**config.mk**
```make
export PLATFORM = sky130hd
export DESIGN_NAME = dmem_arbiter_flat
export DESIGN_NICKNAME = d
export VERILOG_FILES = /design/src/rtl/dmem_arbiter_pkg.sv /design/src/rtl/dmem_arbiter_if.sv /design/src/rtl/dmem_arbiter_rr_arb.sv /design/src/rtl/dmem_arbiter.sv /design/src/flat_wrapper.sv
export SDC_FILE = /design/constraint.sdc
export NUM_CORES = 1
export LEC_CHECK = 0
export CAP_MARGIN = 20
export CORE_AREA = 5 5 118 120
export CTS_CLUSTER_DIAMETER = 30
export CTS_CLUSTER_SIZE = 30
export DETAILED_ROUTE_END_ITERATION = 16
export DIE_AREA = 0 0 123 125
export PLACE_DENSITY = 0.72
export SETUP_SLACK_MARGIN = 0.05
export SLEW_MARGIN = 30
export SYNTH_ARGS = -nofsm -noshare
export SYNTH_HDL_FRONTEND = slang
export SYNTH_SLANG_ARGS = --single-unit
```
**constraint.sdc**
```tcl
create_clock -name clk -period 3.36 [get_ports clk]
set_input_delay 0.672 -clock clk [delete_from_list [all_inputs] [get_ports clk]]
set_output_delay 0.672 -clock clk [all_outputs]
set_load 0.01 [all_outputs]
```
**src/rtl/dmem_arbiter_pkg.sv**
```systemverilog
// Shared types and helpers for the data-memory arbiter.
// Holds the controller state encoding, the master-id type and the
// byte-strobe merge used by the read-modify-write path (DMEM_RMW_EN).
package dmem_arb_pkg;

    typedef enum logic [1:0] {
        IDLE   = 2'd0,
        CLEAR  = 2'd1,
        RMW_WR = 2'd2
    } arb_state_t;

    typedef logic master_id_t;

    localparam master_id_t M0 = 1'b0;
    localparam master_id_t M1 = 1'b1;

    // Per-byte merge: bytes with a set strobe come from new_data, the rest from old_data.
    function automatic logic [31:0] strb_merge(input logic [31:0] old_data,
                                               input logic [31:0] new_data,
                                               input logic [3:0]  strb);
        logic [31:0] merged;
        merged = old_data;
        for (int b = 0; b < 4; b++) begin
            if (strb[b]) begin
                merged[b*8 +: 8] = new_data[b*8 +: 8];
            end
        end
        return merged;
    endfunction

endpackage

```
**src/rtl/dmem_arbiter_if.sv**
```systemverilog
// Request/response bundle for one master of the data-memory arbiter.
// The master modport is the requester's view; the slave modport is the
// arbiter's view.
interface dmem_arbiter_if;

    logic        req;
    logic        we;
    logic [31:0] addr;
    logic [31:0] wdata;
    logic [3:0]  wstrb;
    logic        gnt;
    logic        rvalid;
    logic [31:0] rdata;

    modport master (
        output req, we, addr, wdata, wstrb,
        input  gnt, rvalid, rdata
    );

    modport slave (
        input  req, we, addr, wdata, wstrb,
        output gnt, rvalid, rdata
    );

endinterface

```
**src/rtl/dmem_arbiter_rr_arb.sv**
```systemverilog
// Two-way round-robin picker. A lone request wins outright; on a conflict
// the master that did not win last time is chosen.
module dmem_rr_arb
    import dmem_arb_pkg::*;
(
    input  logic [1:0] req,
    input  master_id_t last_gnt,
    output logic [1:0] gnt
);

    // Pick a winner from the current requests, alternating on conflicts.
    always_comb begin
        gnt = 2'b00;
        case (req)
            2'b01:   gnt = 2'b01;
            2'b10:   gnt = 2'b10;
            2'b11:   gnt = (last_gnt == M0) ? 2'b10 : 2'b01;
            default: gnt = 2'b00;
        endcase
    end

endmodule

```
**src/rtl/dmem_arbiter.sv**
```systemverilog
// Data-memory arbiter: shares one single-port data_mem between the core
// load/store unit (m0) and the loader/debug port (m1). One access is issued
// per cycle with round-robin arbitration, read data is steered back to the
// master that issued the read, and a whole-memory clear sweep is sequenced
// on request.
// Optional feature macro: DMEM_RMW_EN adds byte-strobe writes done as a
// read-modify-write; without it every write is a full-word write.
module dmem_arbiter
    import dmem_arb_pkg::*;
#(
    parameter int ADDRW = 6
) (
    input  logic               clk,
    input  logic               rst_n,
    dmem_arbiter_if.slave      m0,
    dmem_arbiter_if.slave      m1,
    input  logic               clear_req,
    output logic               clear_busy,
    output logic               mem_we,
    output logic [31:0]        mem_addr,
    output logic [31:0]        mem_din,
    input  logic [31:0]        mem_dout
);

    localparam int             WORDS    = 1 << ADDRW;
    localparam logic [ADDRW:0] LAST_IDX = (ADDRW + 1)'(WORDS - 1);

    arb_state_t        state_q, state_d;
    master_id_t        last_gnt_q;
    logic [ADDRW:0]    cnt_q;
    logic              rd_valid_q;
    master_id_t        rd_owner_q;
    logic [31:0]       rdata0_q, rdata1_q;

    logic [1:0]        arb_req;
    logic [1:0]        rr_gnt;
    logic              gnt_en;
    logic              issue_rd;
    logic              clear_go;
    master_id_t        win_id;
    logic              win_we;
    logic [31:0]       win_addr;
    logic [31:0]       win_wdata;
    logic [ADDRW-1:0]  win_idx;
    logic              rvalid0, rvalid1;

`ifdef DMEM_RMW_EN
    logic [3:0]        win_wstrb;
    logic              rmw_start;
    logic [ADDRW-1:0]  rmw_idx_q;
    logic [31:0]       rmw_wdata_q;
    logic [3:0]        rmw_wstrb_q;
    logic              clear_pend_q;
`endif

    logic              unused_bits;

    // Word index placed on the memory bus with the byte offset zeroed.
    function automatic logic [31:0] word_addr(input logic [ADDRW-1:0] idx);
        return {{(30 - ADDRW){1'b0}}, idx, 2'b00};
    endfunction

    assign arb_req = {m1.req, m0.req};

    dmem_rr_arb u_rr (
        .req      (arb_req),
        .last_gnt (last_gnt_q),
        .gnt      (rr_gnt)
    );

    assign win_id    = rr_gnt[1] ? M1 : M0;
    assign win_we    = (win_id == M1) ? m1.we    : m0.we;
    assign win_addr  = (win_id == M1) ? m1.addr  : m0.addr;
    assign win_wdata = (win_id == M1) ? m1.wdata : m0.wdata;
    assign win_idx   = win_addr[ADDRW+1:2];

`ifdef DMEM_RMW_EN
    assign win_wstrb = (win_id == M1) ? m1.wstrb : m0.wstrb;
    assign clear_go  = clear_req | clear_pend_q;
    assign unused_bits = ^{m0.addr[31:ADDRW+2], m0.addr[1:0],
                           m1.addr[31:ADDRW+2], m1.addr[1:0]};
`else
    assign clear_go  = clear_req;
    assign unused_bits = ^{m0.addr[31:ADDRW+2], m0.addr[1:0],
                           m1.addr[31:ADDRW+2], m1.addr[1:0],
                           m0.wstrb, m1.wstrb};
`endif

    // Next-state and memory-bus decode: arbitrate in IDLE, sweep in CLEAR,
    // write back the merged word in RMW_WR.
    always_comb begin
        state_d  = state_q;
        gnt_en   = 1'b0;
        issue_rd = 1'b0;
        mem_we   = 1'b0;
        mem_addr = 32'h0;
        mem_din  = 32'h0;
`ifdef DMEM_RMW_EN
        rmw_start = 1'b0;
`endif
        case (state_q)
            IDLE: begin
                if (clear_go) begin
                    state_d = CLEAR;
                end else if (|arb_req) begin
                    gnt_en   = 1'b1;
                    mem_addr = word_addr(win_idx);
                    if (win_we) begin
`ifdef DMEM_RMW_EN
                        if (win_wstrb == 4'hF) begin
                            mem_we  = 1'b1;
                            mem_din = win_wdata;
                        end else if (win_wstrb != 4'h0) begin
                            rmw_start = 1'b1;
                            state_d   = RMW_WR;
                        end
`else
                        mem_we  = 1'b1;
                        mem_din = win_wdata;
`endif
                    end else begin
                        issue_rd = 1'b1;
                    end
                end
            end
            CLEAR: begin
                mem_we   = 1'b1;
                mem_addr = word_addr(cnt_q[ADDRW-1:0]);
                if (cnt_q == LAST_IDX) begin
                    state_d = IDLE;
                end
            end
`ifdef DMEM_RMW_EN
            RMW_WR: begin
                mem_we   = 1'b1;
                mem_addr = word_addr(rmw_idx_q);
                mem_din  = strb_merge(mem_dout, rmw_wdata_q, rmw_wstrb_q);
                state_d  = IDLE;
            end
`endif
            default: begin
                state_d = IDLE;
            end
        endcase
    end

    assign m0.gnt     = gnt_en & rr_gnt[0];
    assign m1.gnt     = gnt_en & rr_gnt[1];
    assign clear_busy = (state_q == CLEAR);

    // State register and round-robin history; m0 wins the first conflict after reset.
    always_ff @(posedge clk or negedge rst_n) begin
        if (!rst_n) begin
            state_q    <= IDLE;
            last_gnt_q <= M1;
        end else begin
            state_q <= state_d;
            if (gnt_en) begin
                last_gnt_q <= win_id;
            end
        end
    end

    // Sweep index: restarts at zero from IDLE and parks at the last word.
    always_ff @(posedge clk or negedge rst_n) begin
        if (!rst_n) begin
            cnt_q <= '0;
        end else if (state_q == CLEAR) begin
            if (cnt_q != LAST_IDX) begin
                cnt_q <= cnt_q + 1'b1;
            end
        end else begin
            cnt_q <= '0;
        end
    end

    // Remember who issued a read so the returning data goes to that master.
    always_ff @(posedge clk or negedge rst_n) begin
        if (!rst_n) begin
            rd_valid_q <= 1'b0;
            rd_owner_q <= M0;
        end else begin
            rd_valid_q <= issue_rd;
            if (issue_rd) begin
                rd_owner_q <= win_id;
            end
        end
    end

    assign rvalid0 = rd_valid_q & (rd_owner_q == M0);
    assign rvalid1 = rd_valid_q & (rd_owner_q == M1);

    // Keep the last returned word per master so rdata is stable between reads.
    always_ff @(posedge clk or negedge rst_n) begin
        if (!rst_n) begin
            rdata0_q <= 32'h0;
            rdata1_q <= 32'h0;
        end else begin
            if (rvalid0) begin
                rdata0_q <= mem_dout;
            end
            if (rvalid1) begin
                rdata1_q <= mem_dout;
            end
        end
    end

    assign m0.rvalid = rvalid0;
    assign m1.rvalid = rvalid1;
    assign m0.rdata  = rvalid0 ? mem_dout : rdata0_q;
    assign m1.rdata  = rvalid1 ? mem_dout : rdata1_q;

`ifdef DMEM_RMW_EN
    // Capture the partial write so the merge can complete while the old word returns.
    always_ff @(posedge clk or negedge rst_n) begin
        if (!rst_n) begin
            rmw_idx_q   <= '0;
            rmw_wdata_q <= 32'h0;
            rmw_wstrb_q <= 4'h0;
        end else if (rmw_start) begin
            rmw_idx_q   <= win_idx;
            rmw_wdata_q <= win_wdata;
            rmw_wstrb_q <= win_wstrb;
        end
    end

    // A clear pulse arriving during the merge write is held until IDLE can take it.
    always_ff @(posedge clk or negedge rst_n) begin
        if (!rst_n) begin
            clear_pend_q <= 1'b0;
        end else if (state_q == RMW_WR && clear_req) begin
            clear_pend_q <= 1'b1;
        end else if (state_q == IDLE) begin
            clear_pend_q <= 1'b0;
        end
    end
`endif

endmodule

```
**src/flat_wrapper.sv**
```systemverilog
// flat-port wrapper written by rule: the top's interface ports become plain ports
module dmem_arbiter_flat import dmem_arb_pkg::*;
#(
    parameter int ADDRW = 6
)
  (clk, rst_n, clear_req, clear_busy, mem_we, mem_addr, mem_din, mem_dout, m0_req, m0_we, m0_addr, m0_wdata, m0_wstrb, m0_gnt, m0_rvalid, m0_rdata, m1_req, m1_we, m1_addr, m1_wdata, m1_wstrb, m1_gnt, m1_rvalid, m1_rdata);
  dmem_arbiter_if m0_i ();
  dmem_arbiter_if m1_i ();
  input  logic clk;
  input  logic rst_n;
  input  logic clear_req;
  output logic clear_busy;
  output logic mem_we;
  output logic [31:0] mem_addr;
  output logic [31:0] mem_din;
  input  logic [31:0] mem_dout;
  input wire logic [$bits(m0_i.req)-1:0] m0_req;
  input wire logic [$bits(m0_i.we)-1:0] m0_we;
  input wire logic [$bits(m0_i.addr)-1:0] m0_addr;
  input wire logic [$bits(m0_i.wdata)-1:0] m0_wdata;
  input wire logic [$bits(m0_i.wstrb)-1:0] m0_wstrb;
  output wire logic [$bits(m0_i.gnt)-1:0] m0_gnt;
  output wire logic [$bits(m0_i.rvalid)-1:0] m0_rvalid;
  output wire logic [$bits(m0_i.rdata)-1:0] m0_rdata;
  input wire logic [$bits(m1_i.req)-1:0] m1_req;
  input wire logic [$bits(m1_i.we)-1:0] m1_we;
  input wire logic [$bits(m1_i.addr)-1:0] m1_addr;
  input wire logic [$bits(m1_i.wdata)-1:0] m1_wdata;
  input wire logic [$bits(m1_i.wstrb)-1:0] m1_wstrb;
  output wire logic [$bits(m1_i.gnt)-1:0] m1_gnt;
  output wire logic [$bits(m1_i.rvalid)-1:0] m1_rvalid;
  output wire logic [$bits(m1_i.rdata)-1:0] m1_rdata;
  assign m0_i.req = m0_req;
  assign m0_i.we = m0_we;
  assign m0_i.addr = m0_addr;
  assign m0_i.wdata = m0_wdata;
  assign m0_i.wstrb = m0_wstrb;
  assign m0_gnt = m0_i.gnt;
  assign m0_rvalid = m0_i.rvalid;
  assign m0_rdata = m0_i.rdata;
  assign m1_i.req = m1_req;
  assign m1_i.we = m1_we;
  assign m1_i.addr = m1_addr;
  assign m1_i.wdata = m1_wdata;
  assign m1_i.wstrb = m1_wstrb;
  assign m1_gnt = m1_i.gnt;
  assign m1_rvalid = m1_i.rvalid;
  assign m1_rdata = m1_i.rdata;
  dmem_arbiter #(.ADDRW(ADDRW)) u_core (.clk(clk), .rst_n(rst_n), .m0(m0_i), .m1(m1_i), .clear_req(clear_req), .clear_busy(clear_busy), .mem_we(mem_we), .mem_addr(mem_addr), .mem_din(mem_din), .mem_dout(mem_dout));
endmodule
```
==> metrics.md, run 1 <==
| Metric | Value |
|---|---|
| Slew HR | 54.4% |
| Total gr overflow | 0 |
| Crit Path Category | in2out |
| Core Area | 0.0129 mm² |
| Startpoint types | input pin |
| Clock skew | 13.4 ps |
| Largest family of logic cells by synthesized area | multiplexers |
| CTS tree | yes |
| Vias in the first global route | 3361 |
| Simple-Gate Fraction of Synth Area | 5.26% |
| Seq/Total Area, Yosys | 51.6% |
| # IOs | 309 |
| Root buf cell | clkbuf_16 |
| Post-synth ARST share | 100% |
| Post-synthesis cell type count | 40 |
| Number of synthesized register bits | 75 |
| Vias/cell | 4.60 |
| Max FO, Critical Path | 9 |
| Clock Latency Late Sink | 330 ps |
| Drt first pass iters | 4 |
| Multiplexer area fraction after synthesis | 20.5% |
| Area share of the largest cell type after synthesis | 50.9% |
| Layout cells sized above 1 | 8.57% |
| Synth Cell Area | 0.00364 mm² |
| Clk pin slew, worst setup/hold paths | 70 ps |
| Vias | 3117 |
| Fin crit share | 94.9% |
| GR Util All Layers | 15.5% |
| XOR/XNOR share of the synthesized area | 0% |
| Tmin final | 3190 ps |
| Ys flop type | dfrtp_1 |
| Power density over the cells | 585 mW/mm² |
| Reg-to-Reg Start | u_core.cnt_q[0]$_DFFE_PN0P_ |
| Layout area overhead | 70.8% |
| Die Y | 125 µm |
| Cell count after placement | 660 |
| Largest net degree at the start of global routing | 76 |
| RePlAce Congestion | 0.817 |
| EDFF count, synth | 0 |
| RSZ-0062 raised after global routing | no |
| Crit end category | output port |
| Max VDD drop | 373 µV |
| Worst R2R Setup Slack | 1830 ps |
| Dominant cell type by area after synthesis | dfrtp_1 |
| Wirelength, routed | 12500 µm |
| CTS buffer count | 9 |
| Reg2Reg Depth | 4 |
| Max Clk Rate | 314 MHz |
| Post-DRT Antenna Nets | 0 |
| CTS Sinks | 75 |
| Post-Syn Instances | 275 |
| Fin. max-slew vios | 0 |
| Nets@finish | 673 |
| Starting density of the core | 28.3% |
| Fin. Hold Viols | 0 |
| Worst EP arrival | 2520 ps |
| Post-DP Area | 0.00591 mm² |
| Design area | 0.00622 mm² |
| Dpl ws | 15.5 ps |
| Leak Pwr | 2.66 nW |
| Post-route insts no fill | 678 |
| Post-synthesis adder-cell area fraction | 0.344% |
| Synth warn | 0 |
| Dominant cells by area after synthesis | dfrtp_1 51%, mux2_1 19%, a22o_1 7.7% |
| Syn_area_per_cell | 13.2 µm² |
| Hold Crit Class | in2async |
| Final worst slack | 170 ps |
| Worst r2r dst | u_core.cnt_q[0]$_DFFE_PN0P_ |
| # hold bufs at CTS | 0 |
| Diode count | 0 |
| Worst slew pin tran | 684 ps |
| H-tree levels | 3 |
| Most frequent cell after synthesis | dfrtp_1 |
| First-pass GRT wire length | 18600 µm |
| Final setup TNS | 0 ps |
| Die area | 0.0154 mm² |
| I/O Buffers | 222 |
| Final setup violation count | 0 |
| DRC viols | 0 |
| Crit path required time | 2690 ps |
| Compound-Gate Fraction of Synth Area | 12.5% |
| Per-cell routed wire length | 18.4 µm |
| Status | finished, final reports clean |
| Most frequent cells after synthesis | 74 x dfrtp_1, 61 x mux2_1, 32 x a22o_1 |
| HPWL Detailed | 9220 µm |
| Initial antenna violation count | 0 |
| Detailed Route Iter0 Violations | 79 |
| Util after Layout | 48.3% |
| Row count | 42 |
| DIE WIDTH | 123 µm |
| Max_cap viols | 0 |
| Clock Tree Buf Depth | 2 |
-- cell usage in the layout, fill, tap and decap left out, drive strengths merged, types with 3 or more instances in the layout --
| cell | instances |
|---|---|
| a21oi | 4 |
| a221o | 5 |
| a22o | 32 |
| a31oi | 3 |
| and3 | 9 |
| buf | 9 |
| clkbuf | 11 |
| clkdlybuf4s50 | 220 |
| conb | 26 |
| dfrtp | 74 |
| inv | 4 |
| mux2 | 65 |
| nand2 | 4 |
| nand3 | 5 |
| nor3 | 3 |
-- where the power goes --
| group | internal [mW] | switching (mW) |
|---|---|---|
| sequential | 1.18 | 0.122 |
| clock | 0.523 | 0.372 |
| combinational | 0.850 | 0.590 |
| total | 2.55 | 1.08 |
-- worst max-delay path by stage --
stage / from / endpoint / slack [ps] / depth (start not counted)
2_1_floorplan: m1_req / mem_din[10] / 1130 / 5
3_3_place_gp: clear_req / mem_din[15] / 60 / 5
3_5_place_dp: clear_req / mem_din[5] / 20 / 5
4_1_cts: clear_req / mem_din[0] / 60 / 6
5_1_grt: m1_req / mem_din[31] / 110 / 5
6_report: m1_req / mem_we / 170 / 6
-- sequential cells by signal, summed over array words and instances, names as in the netlist --
| name | count |
|---|---|
| u_core.state_q | 1 |
| u_core.last_gnt_q | 1 |
| u_core.cnt_q | 7 |
| u_core.rd_valid_q | 1 |
| u_core.rd_owner_q | 1 |
| u_core.rdata0_q | 32 |
| u_core.rdata1_q | 32 |
-- worst max-delay path, cell delays in order --
cell             delay, ps
clkdlybuf4s50_1        500
a21boi_2               230
buf_4                  190
a32oi_1                 70
o21bai_1               260
clkdlybuf4s50_1        590
-- area by class of cell --
type	instances	area, µm²
fill	1176	6660
timing repair buffer	230	2300
sequential	75	1880
multi-input combinational	178	1530
clock buffer	11	243
tap	176	220
clock inverter	5	37.5
inverter	3	11.3
-- metrics by stage --
step | hold slack, ps | total power [mW]
2_1_floorplan | 376 | 1.91
3_3_place_gp | 464 | 2.72
3_5_place_dp | 471 | 2.75
4_1_cts | 485 | 3.68
5_1_grt | 427 | 3.84
6_report | 369 | 3.63
-- kinds of logic after synthesis --
logic type,after synthesis
other cells,1
buf+inv,48
flops,75
mux,66
simple gates,30
fa+ha+maj,1
compound gates,54
-- what timing repair did --
action,CTS,global route
cloned,1,0
pin swaps,1,1
endpoints found under the setup margin,29,32
resized for setup,1,2
setup buffers,0,1
-- routing by layer --
metal	GRT usage [%]	vias up	wire (µm)
li1	-	1405	-
met1	17.7	1532	4790
met2	27.1	165	6220
met3	4.88	15	1290
met4	5.54	0	204
met5	0	-	0
Note: power is estimated with default switching activity, not from simulation.
==> run 2: changes to the inputs <==
--- a/config.mk
+++ b/config.mk
@@ -5,7 +5,6 @@
 export SDC_FILE = /design/constraint.sdc
 export NUM_CORES = 1
 export LEC_CHECK = 0
-export CAP_MARGIN = 20
 export CORE_AREA = 5 5 118 120
 export CTS_CLUSTER_DIAMETER = 30
 export CTS_CLUSTER_SIZE = 30
==> results of run 2 <==
Final layout, timing and power as in run 1 (identical DEF).
==> run 3: changes to the inputs <==
--- a/config.mk
+++ b/config.mk
@@ -11,6 +11,7 @@
 export DETAILED_ROUTE_END_ITERATION = 16
 export DIE_AREA = 0 0 123 125
 export PLACE_DENSITY = 0.72
+export REMOVE_ABC_BUFFERS = 1
 export SETUP_SLACK_MARGIN = 0.05
 export SLEW_MARGIN = 30
 export SYNTH_ARGS = -nofsm -noshare
==> metrics.md, run 3 (same netlist as run 1, synthesis figures left out) <==
| Metric | Value |
|---|---|
| Max VDD drop | 208 µV (-44%) |
| RSZ-0062 raised after global routing | no |
| Row count | 42 (unchanged) |
| Final worst slack | 182 ps (+11.4 ps) |
| Util after Layout | 48.3% (about the same) |
| Crit end category | output port |
| Clock Latency Late Sink | 330 ps (about the same) |
| Clock power frac | 24.2% (-0.4 points) |
| Vias/cell | 4.48 (-2.6%) |
| Fin crit share | 94.6% (-0.34 points) |
| Initial antenna violation count | 1 (+1) |
| Fin. Hold Viols | 0 (unchanged) |
| Post-DRT Antenna Nets | 0 (unchanged) |
| GR Util All Layers | 14.2% (-1.3 points) |
| Startpoint types | input pin |
| Design area | 0.00622 mm² (about the same) |
| Vias | 3041 (-2.4%) |
| Crit Path Category | in2out |
| Wirelength, routed | 11200 µm (-10%) |
| RePlAce Congestion | 0.839 (+2.7%) |
| Core Area | 0.0129 mm² (unchanged) |
| Post-DP Area | 0.00591 mm² (about the same) |
| CTS Sinks | 75 (unchanged) |
| Int Power | 2.54 mW (-0.20%) |
| Crit path required time | 2690 ps (about the same) |
| Starting density of the core | 28.3% (unchanged) |
| Final setup violation count | 0 (unchanged) |
| Dpl ws | 15.3 ps (-0.187 ps) |
| H-tree levels | 3 (unchanged) |
| # hold bufs at CTS | 0 (unchanged) |
| Hold Crit Class | in2async |
| Reg-to-Reg Start | u_core.cnt_q[0]$_DFFE_PN0P_ |
| Layout area overhead | 70.8% (about the same) |
| Detailed Route Iter0 Violations | 95 (+20%) |
| Worst slew pin tran | 681 ps (-2.66 ps) |
| HPWL Detailed | 8860 µm (-3.9%) |
| I/O Buffers | 222 (unchanged) |
| Root buf cell | clkbuf_16 |
| Largest net degree at the start of global routing | 76 (unchanged) |
| Clk pin slew, worst setup/hold paths | 60 ps (about the same) |
| Leak Pwr | 2.67 nW (+0.36%) |
| Power density over the cells | 578 mW/mm² (-1.1%) |
| Per-cell routed wire length | 16.5 µm (-10%) |
| Drt first pass iters | 4 (unchanged) |
| Tmin final | 3180 ps (-11.4 ps) |
| Max Clk Rate | 315 MHz (+0.36%) |
| Max_cap viols | 0 (unchanged) |
| DRC viols | 0 (unchanged) |
| NetSw | 1.05 mW (-3.3%) |
| Worst r2r dst | u_core.cnt_q[0]$_DFFE_PN0P_ |
| Layout cells sized above 1 | 8.55% (-0.017 points) |
| Total power | 3.59 mW (-1.1%) |
| Fin. max-slew vios | 0 (unchanged) |
| Total gr overflow | 0 (unchanged) |
| Max FO, Critical Path | 16 (+7) |
| Regs by FF count | u_core.rdata0_q x32, u_core.rdata1_q x32, u_core.cnt_q x7 |
| Nets@finish | 675 (+0.30%) |
| Net Sw Frac | 29.2% (-0.66 points) |
| Reg2Reg Depth | 4 (unchanged) |
| Worst EP arrival | 2510 ps (about the same) |
| # IOs | 309 (unchanged) |
| Die Y | 125 µm (unchanged) |
| Power share of the combinational group | 39.9% (+0.3 points) |
| Die area | 0.0154 mm² (unchanged) |
| Commonest non-fill, non-tap cell in the layout | clkdlybuf4s50_1 |
| Vias in the first global route | 3341 (-0.60%) |
| First-pass GRT wire length | 17100 µm (-8.2%) |
| Flop pwr share | 35.9% (+0.2 points) |
| Clock skew | 6.90 ps (-6.45 ps) |
| CTS tree | yes |
| Clock Tree Buf Depth | 2 (unchanged) |
| DIE WIDTH | 123 µm (unchanged) |
| Diode count | 0 (unchanged) |
| Status | finished, final reports clean |
| Worst R2R Setup Slack | 1840 ps (about the same) |
| Slew HR | 54.6% (+0.18 points) |
| CTS buffer count | 9 (unchanged) |
| Final setup TNS | 0 ps (unchanged) |
| Highest-count cells in the layout ignoring fill and taps | 220 x clkdlybuf4s50_1, 74 x dfrtp_1, 61 x mux2_1 |
-- run 3: cell count changes in the layout (fill, tap and decap cells not counted), sizes merged --
cell	previous run	this run
buf	9	11
clkinvlp	2	1
-- run 3: per-layer routing --
metal	up-vias	share of wire, %	track usage, %
met5	-	0.12	0
met2	149	53	26.1
met3	13	10	5.92
met4	2	1.5	4.56
li1	1410	-	-
met1	1467	35	14.4
-- run 3: area by class of cell --
type	count	area [µm²]
clock buffer	11	243
clock inverter	4	26.3
fill	1168	6660
inverter	3	11.3
multi-input combinational	178	1530
sequential	75	1880
tap	176	220
timing repair buffer	232	2310
-- run 3: power by group through the flow --
stage / Clock, mW / Combinational, mW / Sequential [mW]
6_report: 0.870 / 1.43 / 1.29
5_1_grt: 0.941 / 1.55 / 1.32
4_1_cts: 0.906 / 1.46 / 1.29
3_5_place_dp: 0 / 1.45 / 1.31
3_3_place_gp: 0 / 1.41 / 1.29
2_1_floorplan: 0 / 0.601 / 1.28
-- run 3: worst max path at each step --
stage | start | to | slack, ps
floorplan | u_core.rd_owner_q$_DFFE_PN0P_ | m0_rdata[0] | 220
global placement | clear_req | mem_din[25] | 50
detailed placement | clear_req | mem_din[25] | 20
CTS | clear_req | mem_din[25] | 70
global route | m1_req | mem_din[11] | 120
finish | m1_req | mem_din[20] | 180
-- run 3: repair_timing --
action                     4_1_cts  5_1_grt
gates cloned                     1        0
pin swaps                        1        1
setup buffers                    0        2
hold endpoints to repair         0        0
setup endpoints to repair        7       22
gates resized for setup          1        2
-- run 3: per-stage QoR --
step	std cells	hold slack (ps)
floorplan	255	376
global placement	661	464
detailed placement	661	469
CTS	677	483
global route	679	429
finish	679	372
-- run 3: critical path, cell delays in order --
cell	delay, ps
clkdlybuf4s50_1	500
a21boi_2	230
and3_4	340
a22o_1	210
clkdlybuf4s50_1	550
